### src/rtl/cpu_pkg.sv
// Shared types and constants for the CPU front end: fetch FSM states,
// datapath widths and the opcode map consumed by the decoder ROM.
package cpu_pkg;

    // Instruction word, opcode field and memory data widths
    localparam int INSTR_W    = 16;
    localparam int OPC_W      = 4;
    localparam int MEM_DATA_W = 8;

    // Fetch sequencing: high byte, low byte, then hold for decode
    typedef enum logic [1:0] {
        FETCH_HI = 2'd0,
        FETCH_LO = 2'd1,
        HOLD     = 2'd2
    } fetch_state_t;

    // Opcode map, indexed by instr[15:12]
    localparam logic [OPC_W-1:0] OP_ADD  = 4'h0;
    localparam logic [OPC_W-1:0] OP_SUB  = 4'h1;
    localparam logic [OPC_W-1:0] OP_AND  = 4'h2;
    localparam logic [OPC_W-1:0] OP_OR   = 4'h3;
    localparam logic [OPC_W-1:0] OP_XOR  = 4'h4;
    localparam logic [OPC_W-1:0] OP_NOT  = 4'h5;
    localparam logic [OPC_W-1:0] OP_SHL  = 4'h6;
    localparam logic [OPC_W-1:0] OP_SHR  = 4'h7;
    localparam logic [OPC_W-1:0] OP_LD   = 4'h8;
    localparam logic [OPC_W-1:0] OP_ST   = 4'h9;
    localparam logic [OPC_W-1:0] OP_JMP  = 4'hA;
    localparam logic [OPC_W-1:0] OP_BEQ  = 4'hB;
    localparam logic [OPC_W-1:0] OP_BNE  = 4'hC;
    localparam logic [OPC_W-1:0] OP_CALL = 4'hD;
    localparam logic [OPC_W-1:0] OP_RET  = 4'hE;
    localparam logic [OPC_W-1:0] OP_LDI  = 4'hF;

    // Opcode lives in the top nibble of the instruction word
    function automatic logic [OPC_W-1:0] getOpcode(input logic [INSTR_W-1:0] instr);
        return instr[INSTR_W-1 -: OPC_W];
    endfunction

endpackage

### src/rtl/fetch_unit.sv
// Instruction fetch unit: reads 16-bit big-endian instructions as two
// byte reads from instruction memory and hands them to decode over a
// valid/ready handshake. A redirect from execute flushes any fetch in
// progress and restarts fetching at the new target.
module fetch_unit
    import cpu_pkg::*;
#(
    parameter int              PC_W     = 8,
    parameter logic [PC_W-1:0] RESET_PC = '0
) (
    input  logic                  i_clk,
    input  logic                  i_rst,
    output logic                  o_mem_req,
    output logic [PC_W-1:0]       o_mem_addr,
    input  logic                  i_mem_ack,
    input  logic [MEM_DATA_W-1:0] i_mem_rdata,
    output logic [INSTR_W-1:0]    o_instr,
    output logic [OPC_W-1:0]      o_opcode,
    output logic [PC_W-1:0]       o_instr_pc,
    output logic                  o_instr_valid,
    input  logic                  i_instr_ready,
    input  logic                  i_redirect,
    input  logic [PC_W-1:0]       i_redirect_pc
);

    fetch_state_t          r_state;
    logic [PC_W-1:0]       r_pc;
    logic [MEM_DATA_W-1:0] r_hiByte;
    logic [INSTR_W-1:0]    r_instr;
    logic [PC_W-1:0]       r_instrPc;
    logic                  r_instrValid;
    logic                  r_memReq;

    logic                  w_memAck;
    logic                  w_accept;
    logic [PC_W-1:0]       w_pcPlus1;
    logic [PC_W-1:0]       w_pcPlus2;
    logic [PC_W-1:0]       w_memAddr;

    // An ack only means something while a request is actually out
    assign w_memAck  = i_mem_ack & r_memReq;
    assign w_accept  = r_instrValid & i_instr_ready;
    assign w_pcPlus1 = r_pc + PC_W'(1);
    assign w_pcPlus2 = r_pc + PC_W'(2);

    // Byte address follows the FSM: high byte at pc, low byte at pc+1 (wrapping)
    always_comb begin
        w_memAddr = r_pc;
        if (r_state == FETCH_LO) begin
            w_memAddr = w_pcPlus1;
        end
    end

    // Fetch FSM, pc and instruction register; reset beats redirect beats everything else
    always_ff @(posedge i_clk) begin
        if (i_rst) begin
            r_state      <= FETCH_HI;
            r_pc         <= RESET_PC;
            r_hiByte     <= '0;
            r_instr      <= '0;
            r_instrPc    <= '0;
            r_instrValid <= 1'b0;
            r_memReq     <= 1'b0;
        end else if (i_redirect) begin
            r_state      <= FETCH_HI;
            r_pc         <= i_redirect_pc;
            r_instrValid <= 1'b0;
            r_memReq     <= 1'b1;
        end else begin
            case (r_state)
                FETCH_HI: begin
                    r_memReq <= 1'b1;
                    if (w_memAck) begin
                        r_hiByte <= i_mem_rdata;
                        r_state  <= FETCH_LO;
                    end
                end
                FETCH_LO: begin
                    r_memReq <= 1'b1;
                    if (w_memAck) begin
                        r_instr      <= {r_hiByte, i_mem_rdata};
                        r_instrPc    <= r_pc;
                        r_instrValid <= 1'b1;
                        r_memReq     <= 1'b0;
                        r_state      <= HOLD;
                    end
                end
                HOLD: begin
                    if (w_accept) begin
                        r_instrValid <= 1'b0;
                        r_pc         <= w_pcPlus2;
                        r_memReq     <= 1'b1;
                        r_state      <= FETCH_HI;
                    end else begin
                        r_memReq <= 1'b0;
                    end
                end
                default: begin
                    r_memReq <= 1'b0;
                    r_state  <= FETCH_HI;
                end
            endcase
        end
    end

    assign o_mem_req     = r_memReq;
    assign o_mem_addr    = w_memAddr;
    assign o_instr       = r_instr;
    assign o_opcode      = getOpcode(r_instr);
    assign o_instr_pc    = r_instrPc;
    assign o_instr_valid = r_instrValid;

endmodule

### config.mk
export PLATFORM = sky130hd
export DESIGN_NAME = fetch_unit
export DESIGN_NICKNAME = d
export VERILOG_FILES = /design/src/rtl/cpu_pkg.sv /design/src/rtl/fetch_unit.sv
export SDC_FILE = /design/constraint.sdc
export NUM_CORES = 1
export LEC_CHECK = 0
export CORE_MARGIN = 8
export CORE_UTILIZATION = 25
export DETAILED_ROUTE_END_ITERATION = 10
export SETUP_SLACK_MARGIN = 0.3
export SLEW_MARGIN = 20
export SYNTH_ARGS = -nofsm -noshare
export SYNTH_HDL_FRONTEND = slang
export SYNTH_SLANG_ARGS = --single-unit
### constraint.sdc
create_clock -name i_clk -period 1.9 [get_ports i_clk]
set_clock_uncertainty 0.2 [all_clocks]
set_input_delay 0.475 -clock i_clk [delete_from_list [all_inputs] [get_ports i_clk]]
set_output_delay 0.475 -clock i_clk [all_outputs]
set_load 0.05 [all_outputs]
==> results.rst, run 1 <==
.. list-table::
   :header-rows: 1

   * - Metric
     - Value
   * - Run status
     - complete, but fails checks
   * - Violated checks
     - setup timing
   * - Number of pins exceeding their max-slew limit in the final report
     - 0
   * - Clock share of power
     - 0.347
   * - Portion of the clock cycle consumed by the worst path in the final layout
     - 1.16
   * - Via/cell ratio
     - between 4 and 5
   * - CTS root buf
     - clkbuf_8
   * - Worst min path class
     - reg2reg
   * - CP arrival
     - around 1500 ps
   * - Depth of the CTS H-tree
     - 2
   * - Largest stage delay on the critical path
     - 360 ps
   * - Detailed Route Iter0 Violations
     - between 150 and 200
   * - Power per Cell Area
     - 543 nW/um2
   * - Synth Net Count
     - between 200 and 300
   * - Critical path endpoint category
     - output pin
   * - XOR/XNOR share of the synthesized area
     - 0.0393
   * - Std cell rows
     - 32
   * - Die area
     - between 10000 and 15000 um2
   * - Hold slack final
     - 266 ps
   * - Maximum Capacitance Violations
     - 0
   * - Internal power component
     - around 0.0016 W
   * - Switching part of the total
     - 0.273
   * - Fraction of synthesized area in multiplexers
     - 0.00499
   * - Final period demand of the worst path
     - between 2000 and 2500 ps
   * - Static power due to leakage
     - 1.49 nW
   * - Area after DPL
     - around 3500 um2
   * - Hpwl dp
     - 4.61 mm
   * - Largest family of logic cells by synthesized area
     - compound AO/OA/AOI/OAI gates
   * - Total global routing overflow
     - 0
   * - Port buffer count
     - 58
   * - Peak VDD IR
     - about 0.00034 V
   * - Total routing resource utilization after global routing
     - 0.125
   * - Crit path kind
     - reg2out
   * - Placer's final routability congestion estimate
     - approximately 0.81
   * - Tightest slew margin relative to the limit
     - 0.766
   * - Post-layout instance area
     - just under 4000 um2
   * - Yosys synthesis warning count
     - 0
   * - Detailed Routing Iterations Pass 1
     - 4
   * - Routed length per instance
     - 16.0 um
   * - Count of endpoints failing hold in the final timing report
     - 0
   * - Final routed DRC violation total
     - 0
   * - Largest buffer count on any clock path
     - 2
   * - Area Growth Syn to Fin
     - 97.4%
   * - Vias after detailed routing
     - between 2000 and 2500
   * - Crit-path max FO
     - 6
   * - Synth top area share
     - 0.439
   * - Number of filler cells placed in the layout
     - 686
   * - Placeable core region
     - 7770 um2
   * - Post-layout utilization of the core
     - 0.510
   * - Part of the power in registers
     - 0.449
   * - Die X
     - 106 um
   * - Simple logic cell fraction of the synthesized area
     - 0.195
   * - Total Wirelength
     - between 7 and 8 mm
   * - Gate power share
     - 0.204
   * - Setup repair after global routing missed its margin
     - true
   * - Final setup violation count
     - 8
   * - Adder-cell share of the synthesized area
     - 0.0125
   * - Leading cell type in the layout, fill and taps excluded
     - buf_12
   * - Clock-pin slew on the worst setup and hold paths
     - ~90 ps
   * - Post-layout net count
     - 357
   * - Async set or reset register ratio after synthesis
     - 0
   * - Biggest area consumer among synthesized cells
     - dfxtp_1
   * - Slew at the pin closest to its max-slew limit
     - about 350 ps
   * - Antenna diode instance count
     - 0
   * - Die H
     - 106 um
   * - Average footprint of a synthesized cell
     - 8.23 um2
   * - Post-synthesis compound-gate area fraction
     - 0.228
   * - Starting Density
     - 0.258
   * - Number of top-level pins
     - between 50 and 60
   * - Worst reg-to-reg setup slack
     - approximately 130 ps
   * - Sequential element share of the synthesized area
     - 0.439
   * - Worst path cell trace
     - nand2b_4 -> buf_4 -> nor3_4 -> xor2_4 -> buf_12
   * - Pwr Total
     - around 0.0022 W
   * - Required time at the endpoint of the critical path
     - between 1000 and 1500 ps
   * - Number of flops mapped to enable cells by yosys
     - 0
   * - Worst slack at placement
     - -313 ps
   * - TritonCTS sink count
     - 44
   * - Cells after synthesis
     - 244
   * - First-pass GRT wire length
     - approximately 11 mm
   * - Leading cell types in the layout, fill and taps excluded
     - buf_12 (42), buf_4 (36), nand3_1 (32)
   * - Number of different library cells in the post-synthesis netlist
     - 33
   * - Largest net degree at the start of global routing
     - 45
   * - Cell with the largest stage delay on the worst path
     - dfxtp_4
   * - Final worst-path setup slack
     - -300 ps
   * - Vias in the first global route
     - between 2000 and 2500
   * - Peak clock frequency supported by timing
     - 454 MHz
   * - Most common flop cell mapped by yosys
     - dfxtp_1
   * - Synth top area cells
     - dfxtp_1 (44%), nand3_1 (9.2%), o21ai_0 (8.7%), a21oi_1 (8.5%), clkbuf_1 (2.8%)
   * - Count of antenna-violating nets left after detailed routing
     - 0
   * - P_sw
     - between 0.0005 and 0.0006 W
   * - Element type at the critical path start
     - flip-flop
   * - Num CTS Buffers
     - 5
   * - Number of antenna violations at the first check in global routing
     - 0
   * - Clock insertion delay at the later pin of the skew report
     - 300 ps
   * - Fraction of layout instances using a drive strength above 1
     - 0.445
   * - Synthesized area
     - around 2000 um2
   * - Cts hold-fix bufs
     - 0
   * - CTS tree
     - yes
   * - Flip-flop and latch count after synthesis
     - 44
critical path: cells and delay by family, from the launching register on:
family | cells | cell delay, ps
XOR/XNOR | 1 | 180
flip-flops | 1 | 360
buffers and inverters | 2 | 310
AND/OR/NAND/NOR | 2 | 370
through the flow:
step | setup TNS (ps) | instances
after floorplan | -473 | 244
after detailed placement | -2740 | 411
after global placement | -2150 | 411
after CTS | -2080 | 433
after global routing | -2510 | 437
final | -2000 | 437
timing repair:
action                                  in CTS  in global routing
endpoints found under the setup margin      45                 30
buffers inserted                            11                  4
gates cloned                                 3                  0
pin swaps                                   21                  8
gates resized for setup                     39                 14
cell type report:
cell class / count / area, um2 / area share
clock buffers: 5 / 68.8 / 0.0174
clock inverters: 3 / 47.5 / 0.0120
repair buffers: 112 / 1520 / 0.385
well taps: 102 / 128 / 0.0322
flip-flops and latches: 44 / 915 / 0.231
multi-input cells: 167 / 1260 / 0.319
inverters: 4 / 15.0 / 0.00379
cells in the mapped netlist (4+ instances only):
cell / number
inv_1: 4
buf_2: 8
nor3_1: 4
xnor2_1: 5
dfxtp_1: 44
nand2_1: 9
xor2_1: 4
buf_4: 4
clkbuf_1: 15
a311oi_1: 5
nand3_1: 37
nor2_1: 8
o21ai_0: 35
a21oi_1: 34
path summary, 6_finish.rpt:
| kind | startpoint | endpoint | cells after the start |
|---|---|---|---|
| hold / removal | r_hiByte[4]$_SDFFE_PP0P_ | o_instr[12]$_SDFFE_PP0P_ | 2 |
| hold reg to reg | r_hiByte[4]$_SDFFE_PP0P_ | o_instr[12]$_SDFFE_PP0P_ | 2 |
| setup / recovery | r_state[1]$_SDFFE_PP0P_ | o_mem_addr[5] | 5 |
| setup reg to reg | r_pc[1]$_SDFFE_PP0P_ | r_pc[7]$_SDFFE_PP0P_ | 5 |
state kept, by name, indices dropped and copies added (netlist names):
name           count
o_instr           16
o_instr_pc         8
r_hiByte           8
r_pc               8
r_state            2
o_instr_valid      1
o_mem_req          1
logic make-up (layout without fill, tap and decap cells):
kind of cell / Yosys count / count (layout)
compound gates: 82 / 82
simple gates: 73 / 73
buf+inv: 33 / 124
flops: 44 / 44
xor+xnor: 9 / 9
fa+ha+maj: 2 / 2
mux: 1 / 1
layer usage:
| metal | vias up | GRT usage | share of wire |
|---|---|---|---|
| li1 | 1053 | - | - |
| met1 | 1030 | 0.150 | 0.42 |
| met2 | 80 | 0.210 | 0.50 |
| met3 | 10 | 0.0347 | 0.066 |
| met4 | 0 | 0.0412 | 0.015 |
| met5 | - | 0 | 0 |
power groups by stage:
stage                     clock, W  combinational, W  sequential, W
after global placement           0          0.000385       0.000984
final                     0.000747          0.000439       0.000966
after CTS                 0.000761          0.000433       0.000965
after global routing      0.000801          0.000464       0.000970
after floorplan                  0          0.000181       0.000996
after detailed placement         0          0.000387       0.000985
(Power assumes the default switching activity.)
==> run 2, diff against run 1 <==
Settings changed: CORE_MARGIN 8 to default.
==> results.rst, run 2 (synthesis gave the netlist of run 1 again) <==
.. list-table::
   :header-rows: 1

   * - Metric
     - Value
   * - Antenna diode instance count
     - 0
   * - Detailed Routing Iterations Pass 1
     - 5
   * - Clock-pin slew on the worst setup and hold paths
     - ~80 ps
   * - Final setup violation count
     - 8
   * - Violated checks
     - setup timing
   * - Peak clock frequency supported by timing
     - between 400 and 500 MHz
   * - Max reg flops
     - 16
   * - Post-layout instance area
     - 4150 um2
   * - End of the worst hold path
     - o_instr[15]$_SDFFE_PP0P_
   * - Total global routing overflow
     - 0
   * - Maximum Capacitance Violations
     - 0
   * - Die area
     - 8390 um2
   * - Total routing resource utilization after global routing
     - 0.164
   * - P_sw
     - 0.000603 W
   * - Number of top-level pins
     - 59
   * - Number of cells on the worst hold path
     - 2
   * - Number of pins exceeding their max-slew limit in the final report
     - 0
   * - Area after DPL
     - about 3500 um2
   * - Switching part of the total
     - 0.277
   * - Final period demand of the worst path
     - approximately 2200 ps
   * - Routed length per instance
     - between 15 and 20 um
   * - Final worst-path setup slack
     - -342 ps
   * - Critical path endpoint category
     - output pin
   * - CTS tree
     - yes
   * - Crit-path max FO
     - 3
   * - Total Wirelength
     - slightly above 7 mm
   * - Starting Density
     - 0.260
   * - Fraction of layout instances using a drive strength above 1
     - 0.493
   * - Leading cell types in the layout, fill and taps excluded
     - buf_12 (45), o21ai_0 (35), buf_4 (33)
   * - R2r endpoint
     - r_pc[7]$_SDFFE_PP0P_
   * - TritonCTS sink count
     - between 40 and 50
   * - Power per Cell Area
     - 525 nW/um2
   * - CTS root buf
     - clkbuf_8
   * - Detailed Route Iter0 Violations
     - 157
   * - Die H
     - between 90 and 100 um
   * - Met1 track demand over resource in global routing
     - 0.212
   * - Cts hold-fix bufs
     - 0
   * - Element type at the critical path start
     - flip-flop
   * - Portion of the clock cycle consumed by the worst path in the final layout
     - 1.18
   * - Vias after detailed routing
     - approximately 2200
   * - Clock insertion delay at the later pin of the skew report
     - 300 ps
   * - Required time at the endpoint of the critical path
     - between 1000 and 1500 ps
   * - Static power due to leakage
     - 1.59 nW
   * - Count of endpoints failing hold in the final timing report
     - 0
   * - Vias in the first global route
     - ~2100
   * - Peak VDD IR
     - between 0.0003 and 0.0004 V
   * - Worst reg-to-reg setup slack
     - approximately 120 ps
   * - Internal power component
     - 0.00158 W
   * - Setup repair after global routing missed its margin
     - true
   * - Tightest slew margin relative to the limit
     - 0.766
   * - Crit path kind
     - reg2out
   * - CP arrival
     - roughly 1600 ps
   * - Source of the worst register-to-register timing path
     - r_pc[1]$_SDFFE_PP0P_
   * - Largest buffer count on any clock path
     - 2
   * - Slew at the pin closest to its max-slew limit
     - between 300 and 400 ps
   * - Largest net degree at the start of global routing
     - 45
   * - Clock share of power
     - 0.341
   * - Met2 usage in global routing
     - 0.264
   * - Hpwl dp
     - 4.16 mm
   * - Num CTS Buffers
     - 5
   * - Final routed DRC violation total
     - 0
   * - Gate power share
     - 0.214
   * - Port buffer count
     - 58
   * - Placer's final routability congestion estimate
     - ~0.84
   * - Run status
     - complete, but fails checks
   * - Placeable core region
     - 7730 um2
   * - Via/cell ratio
     - around 5
   * - Hold Path Origin
     - r_hiByte[7]$_SDFFE_PP0P_
   * - Area Growth Syn to Fin
     - 107%
   * - Worst min path class
     - reg2reg
   * - Part of the power in registers
     - 0.444
   * - Number of antenna violations at the first check in global routing
     - 0
   * - R2r worst-path depth
     - 5
   * - Leading cell type in the layout, fill and taps excluded
     - buf_12
   * - Gr busiest metal
     - met2
   * - First-pass GRT wire length
     - approximately 11 mm
   * - Placed cell count
     - approximately 410
   * - M3 GR Usage
     - 0.0352
   * - Die X
     - a little over 90 um
   * - Depth of the CTS H-tree
     - 2
   * - Post-layout net count
     - approximately 360
   * - Count of non-filler cells in the finished layout
     - ~440
   * - Count of antenna-violating nets left after detailed routing
     - 0
   * - Std cell rows
     - 32
## run 2: cell types whose count changed in the layout (fill, tap and decap cells not counted), moves of 4 or more
cell,previous run,this run
o21ai_0,31,35
a21oi_2,3,9
a21oi_1,31,25
o21ai_1,4,0
nand3_1,32,26
nand3_4,3,9
## run 2: final cells by class
cell class	instances	area, um2
well taps	102	128
clock inverters	3	47.5
fillers	636	3580
multi-input cells	168	1390
inverters	4	15.0
flip-flops and latches	44	910
repair buffers	115	1600
clock buffers	5	68.8
## run 2: worst max-delay path by stage
stage | depth (start not counted) | to | startpoint
floorplan | 5 | o_mem_addr[7] | r_state[1]$_SDFFE_PP0P_
global placement | 4 | r_pc[6]$_SDFFE_PP0P_ | i_instr_ready
detailed placement | 4 | r_pc[6]$_SDFFE_PP0P_ | i_instr_ready
CTS | 5 | o_mem_addr[4] | r_pc[1]$_SDFFE_PP0P_
global route | 5 | o_mem_addr[5] | r_state[1]$_SDFFE_PP0P_
finish | 5 | o_mem_addr[5] | r_state[1]$_SDFFE_PP0P_
## run 2: what timing repair did
item,in CTS,in global routing
buffers inserted,11,7
setup endpoints to repair,27,21
pin swaps,21,25
cloned,4,0
resized for setup,37,39
## run 2: metrics by stage
stage / setup TNS, ps / setup WS, ps / utilization / hold WS (ps) / total power, W
after CTS: -2220 / -333 / 0.504 / 266 / 0.00216
after detailed placement: -2120 / -313 / 0.451 / 257 / 0.00137
after global routing: -2800 / -402 / 0.537 / 303 / 0.00227
after global placement: -1660 / -287 / 0.451 / 250 / 0.00137
after floorplan: -473 / -106 / - / 240 / 0.00118
final: -2340 / -342 / 0.537 / 277 / 0.00218
## run 2: critical path, cell delays in order (launching register included)
cell and delay [ps]:
dfxtp_4 360, nand2b_4 180, buf_6 130, nor3_4 260
xor2_4 180, buf_12 150
## run 2: layer usage
metal,vias to the layer above,wire (um)
li1,1065,-
met4,0,157
met2,83,3470
met1,1042,3000
met3,12,419
met5,-,0
## run 2: power by group through the flow
stage / registers, W / logic, W / clock network, W
CTS: 0.000964 / 0.000432 / 0.000760
floorplan: 0.000996 / 0.000181 / 0
detailed placement: 0.000984 / 0.000388 / 0
global route: 0.000972 / 0.000489 / 0.000808
finish: 0.000968 / 0.000467 / 0.000743
global placement: 0.000983 / 0.000384 / 0
==> run 3, diff against run 2 <==
Settings changed: ABC_AREA from default to 1, CAP_MARGIN from default to 20.
==> results.rst, run 3 <==
.. list-table::
   :header-rows: 1

   * - Metric
     - Value
   * - Die area
     - about 8000 um2
   * - Power per Cell Area
     - ~600 nW/um2
   * - Required time at the endpoint of the critical path
     - about 1200 ps
   * - Number of cells on the worst hold path
     - 2
   * - R2r endpoint
     - o_instr_pc[0]$_SDFFE_PP0P_
   * - Post-layout net count
     - 365
   * - Synthesized area
     - roughly 2000 um2
   * - Peak VDD IR
     - 0.000249 V
   * - Met1 track demand over resource in global routing
     - 0.179
   * - Synth top area share
     - 0.450
   * - CP arrival
     - 1510 ps
   * - Synth top area cells
     - dfxtp_1 (45%), nor2_1 (14%), o21ai_0 (10%), nand2_1 (6.1%), nand3_1 (2.8%)
   * - Number of flops mapped to enable cells by yosys
     - 0
   * - TritonCTS sink count
     - 44
   * - Sequential element share of the synthesized area
     - 0.450
   * - Average footprint of a synthesized cell
     - ~7.5 um2
   * - Static power due to leakage
     - about 1.4 nW
   * - Hpwl dp
     - slightly above 4 mm
   * - Placer's final routability congestion estimate
     - between 0.8 and 0.9
   * - End of the worst hold path
     - r_hiByte[7]$_SDFFE_PP0P_
   * - Worst slack at placement
     - -118 ps
   * - Num CTS Buffers
     - 5
   * - Leading cell type in the layout, fill and taps excluded
     - nor2_1
   * - Tightest slew margin relative to the limit
     - 0.824
   * - Crit path kind
     - reg2out
   * - Top-count cell post-synth
     - nor2_1
   * - Vias after detailed routing
     - 1911
   * - Final worst-path setup slack
     - -284 ps
   * - Detailed Routing Iterations Pass 1
     - 4
   * - Maximum Capacitance Violations
     - 0
   * - Final setup violation count
     - 8
   * - Largest buffer count on any clock path
     - 2
   * - Flip-flop and latch count after synthesis
     - 44
   * - Slew at the pin closest to its max-slew limit
     - between 200 and 300 ps
   * - First-pass GRT wire length
     - between 8 and 9 mm
   * - Async set or reset register ratio after synthesis
     - 0
   * - Biggest area consumer among synthesized cells
     - dfxtp_1
   * - Synth Net Count
     - 284
   * - M3 GR Usage
     - 0.0311
   * - R2r worst-path depth
     - 7
   * - Hold slack final
     - 284 ps
   * - Cells after synthesis
     - roughly 260
   * - Final routed DRC violation total
     - 0
   * - Total global routing overflow
     - 0
   * - CTS root buf
     - clkbuf_8
   * - Largest net degree at the start of global routing
     - 35
   * - Number of different library cells in the post-synthesis netlist
     - 30
   * - Most common flop cell mapped by yosys
     - dfxtp_1
   * - Antenna diode instance count
     - 0
   * - Number of antenna violations at the first check in global routing
     - 0
   * - Max reg flops
     - 16
   * - Port buffer count
     - 58
   * - Routed length per instance
     - around 12 um
   * - Placeable core region
     - ~7400 um2
   * - Crit-path max FO
     - 4
   * - Worst reg-to-reg setup slack
     - slightly below 400 ps
   * - Leading cell types in the layout, fill and taps excluded
     - nor2_1 (69), buf_12 (40), o21ai_0 (34)
   * - Die X
     - 90.5 um
   * - Worst min path class
     - reg2reg
   * - Count of antenna-violating nets left after detailed routing
     - 0
   * - Starting Density
     - 0.264
   * - Number of pins exceeding their max-slew limit in the final report
     - 0
   * - Element type at the critical path start
     - flip-flop
   * - Die H
     - slightly above 90 um
   * - Peak clock frequency supported by timing
     - roughly 460 MHz
   * - Total Wirelength
     - 5.37 mm
   * - Fraction of layout instances using a drive strength above 1
     - 0.370
   * - Portion of the clock cycle consumed by the worst path in the final layout
     - 1.15
   * - CTS tree
     - yes
   * - Run status
     - complete, but fails checks
   * - Cts hold-fix bufs
     - 0
   * - Count of endpoints failing hold in the final timing report
     - 0
   * - Setup repair after global routing missed its margin
     - true
   * - Number of top-level pins
     - 59
   * - Hold Path Origin
     - r_hiByte[7]$_SDFFE_PP0P_
   * - Violated checks
     - setup timing
   * - Final period demand of the worst path
     - roughly 2200 ps
   * - Source of the worst register-to-register timing path
     - r_state[0]$_SDFFE_PP0P_
   * - Clock insertion delay at the later pin of the skew report
     - 300 ps
   * - Detailed Route Iter0 Violations
     - slightly above 100
   * - Ranking of synthesized cells by instance count
     - nor2_1 (73), dfxtp_1 (44), o21ai_0 (39)
   * - Area Growth Syn to Fin
     - 80.2%
   * - Yosys synthesis warning count
     - 0
   * - Std cell rows
     - 31
   * - Depth of the CTS H-tree
     - 2
   * - Gr busiest metal
     - met2
   * - Total routing resource utilization after global routing
     - 0.137
   * - Critical path endpoint category
     - output pin
   * - Via/cell ratio
     - roughly 4.3
   * - Vias in the first global route
     - 1832
   * - Met2 usage in global routing
     - 0.215
   * - Clock-pin slew on the worst setup and hold paths
     - around 90 ps
## run 3: layout make-up
class,count,area (um2)
fill,695,3880
timing repair buffer,88,1220
multi-input combinational,189,1100
sequential,44,902
tap,99,124
clock buffer,6,82.6
inverter,14,60.1
clock inverter,2,38.8
## run 3: power by group
group	internal, W	switching, W
logic	0.000191	0.000198
registers	0.000949	0.0000262
clock network	0.000430	0.000343
total	0.00157	0.000567
## run 3: critical path: stages, from the launching register on
cell     delay (ps)
dfxtp_2         330
inv_2            40
nor2_4          170
nand2_4          90
nor3_4          230
xor2_4          190
buf_12          150
## run 3: kinds of logic after synthesis
group	Yosys count	share of synthesized area
buf+inv	28	0.0876
mux	1	0.00575
fa+ha+maj	2	0.0128
compound gates	55	0.148
simple gates	127	0.278
xor+xnor	4	0.0179
flops	44	0.450
## run 3: how the worst max path moves through the flow
stage	from	endpoint	slack, ps	cells after the start
final	r_state[0]$_SDFFE_PP0P_	o_mem_addr[6]	-280	6
after global routing	r_state[0]$_SDFFE_PP0P_	o_mem_addr[6]	-370	6
after CTS	r_pc[1]$_SDFFE_PP0P_	o_mem_addr[7]	-290	7
after detailed placement	i_mem_ack	o_instr_pc[0]$_SDFFE_PP0P_	-120	7
after global placement	i_mem_ack	o_instr[4]$_SDFFE_PP0P_	-110	7
after floorplan	r_state[0]$_SDFFE_PP0P_	o_mem_addr[3]	20	5
## run 3: per-stage QoR
| step | power (W) | cells | cell area, um2 | utilization | setup TNS, ps |
|---|---|---|---|---|---|
| after floorplan | 0.00118 | 261 | 2090 | - | 0 |
| after global placement | 0.00137 | 432 | 3290 | 0.444 | -1840 |
| after detailed placement | 0.00137 | 432 | 3290 | 0.444 | -2930 |
| after CTS | 0.00214 | 441 | 3480 | 0.470 | -1800 |
| after global routing | 0.00222 | 442 | 3530 | 0.476 | -2420 |
| final | 0.00214 | 442 | 3530 | 0.476 | -1790 |
## run 3: per-layer routing
| metal | up-vias | wire length, um |
|---|---|---|
| met5 | - | 0 |
| met4 | 0 | 102 |
| met3 | 10 | 235 |
| met2 | 50 | 2580 |
| met1 | 859 | 2450 |
| li1 | 992 | - |
## run 3: repair_timing
| item | CTS | global route |
|---|---|---|
| resized for setup | 21 | 16 |
| endpoints found under the setup margin | 51 | 15 |
| pin swaps | 2 | 3 |
| setup buffers | 1 | 1 |
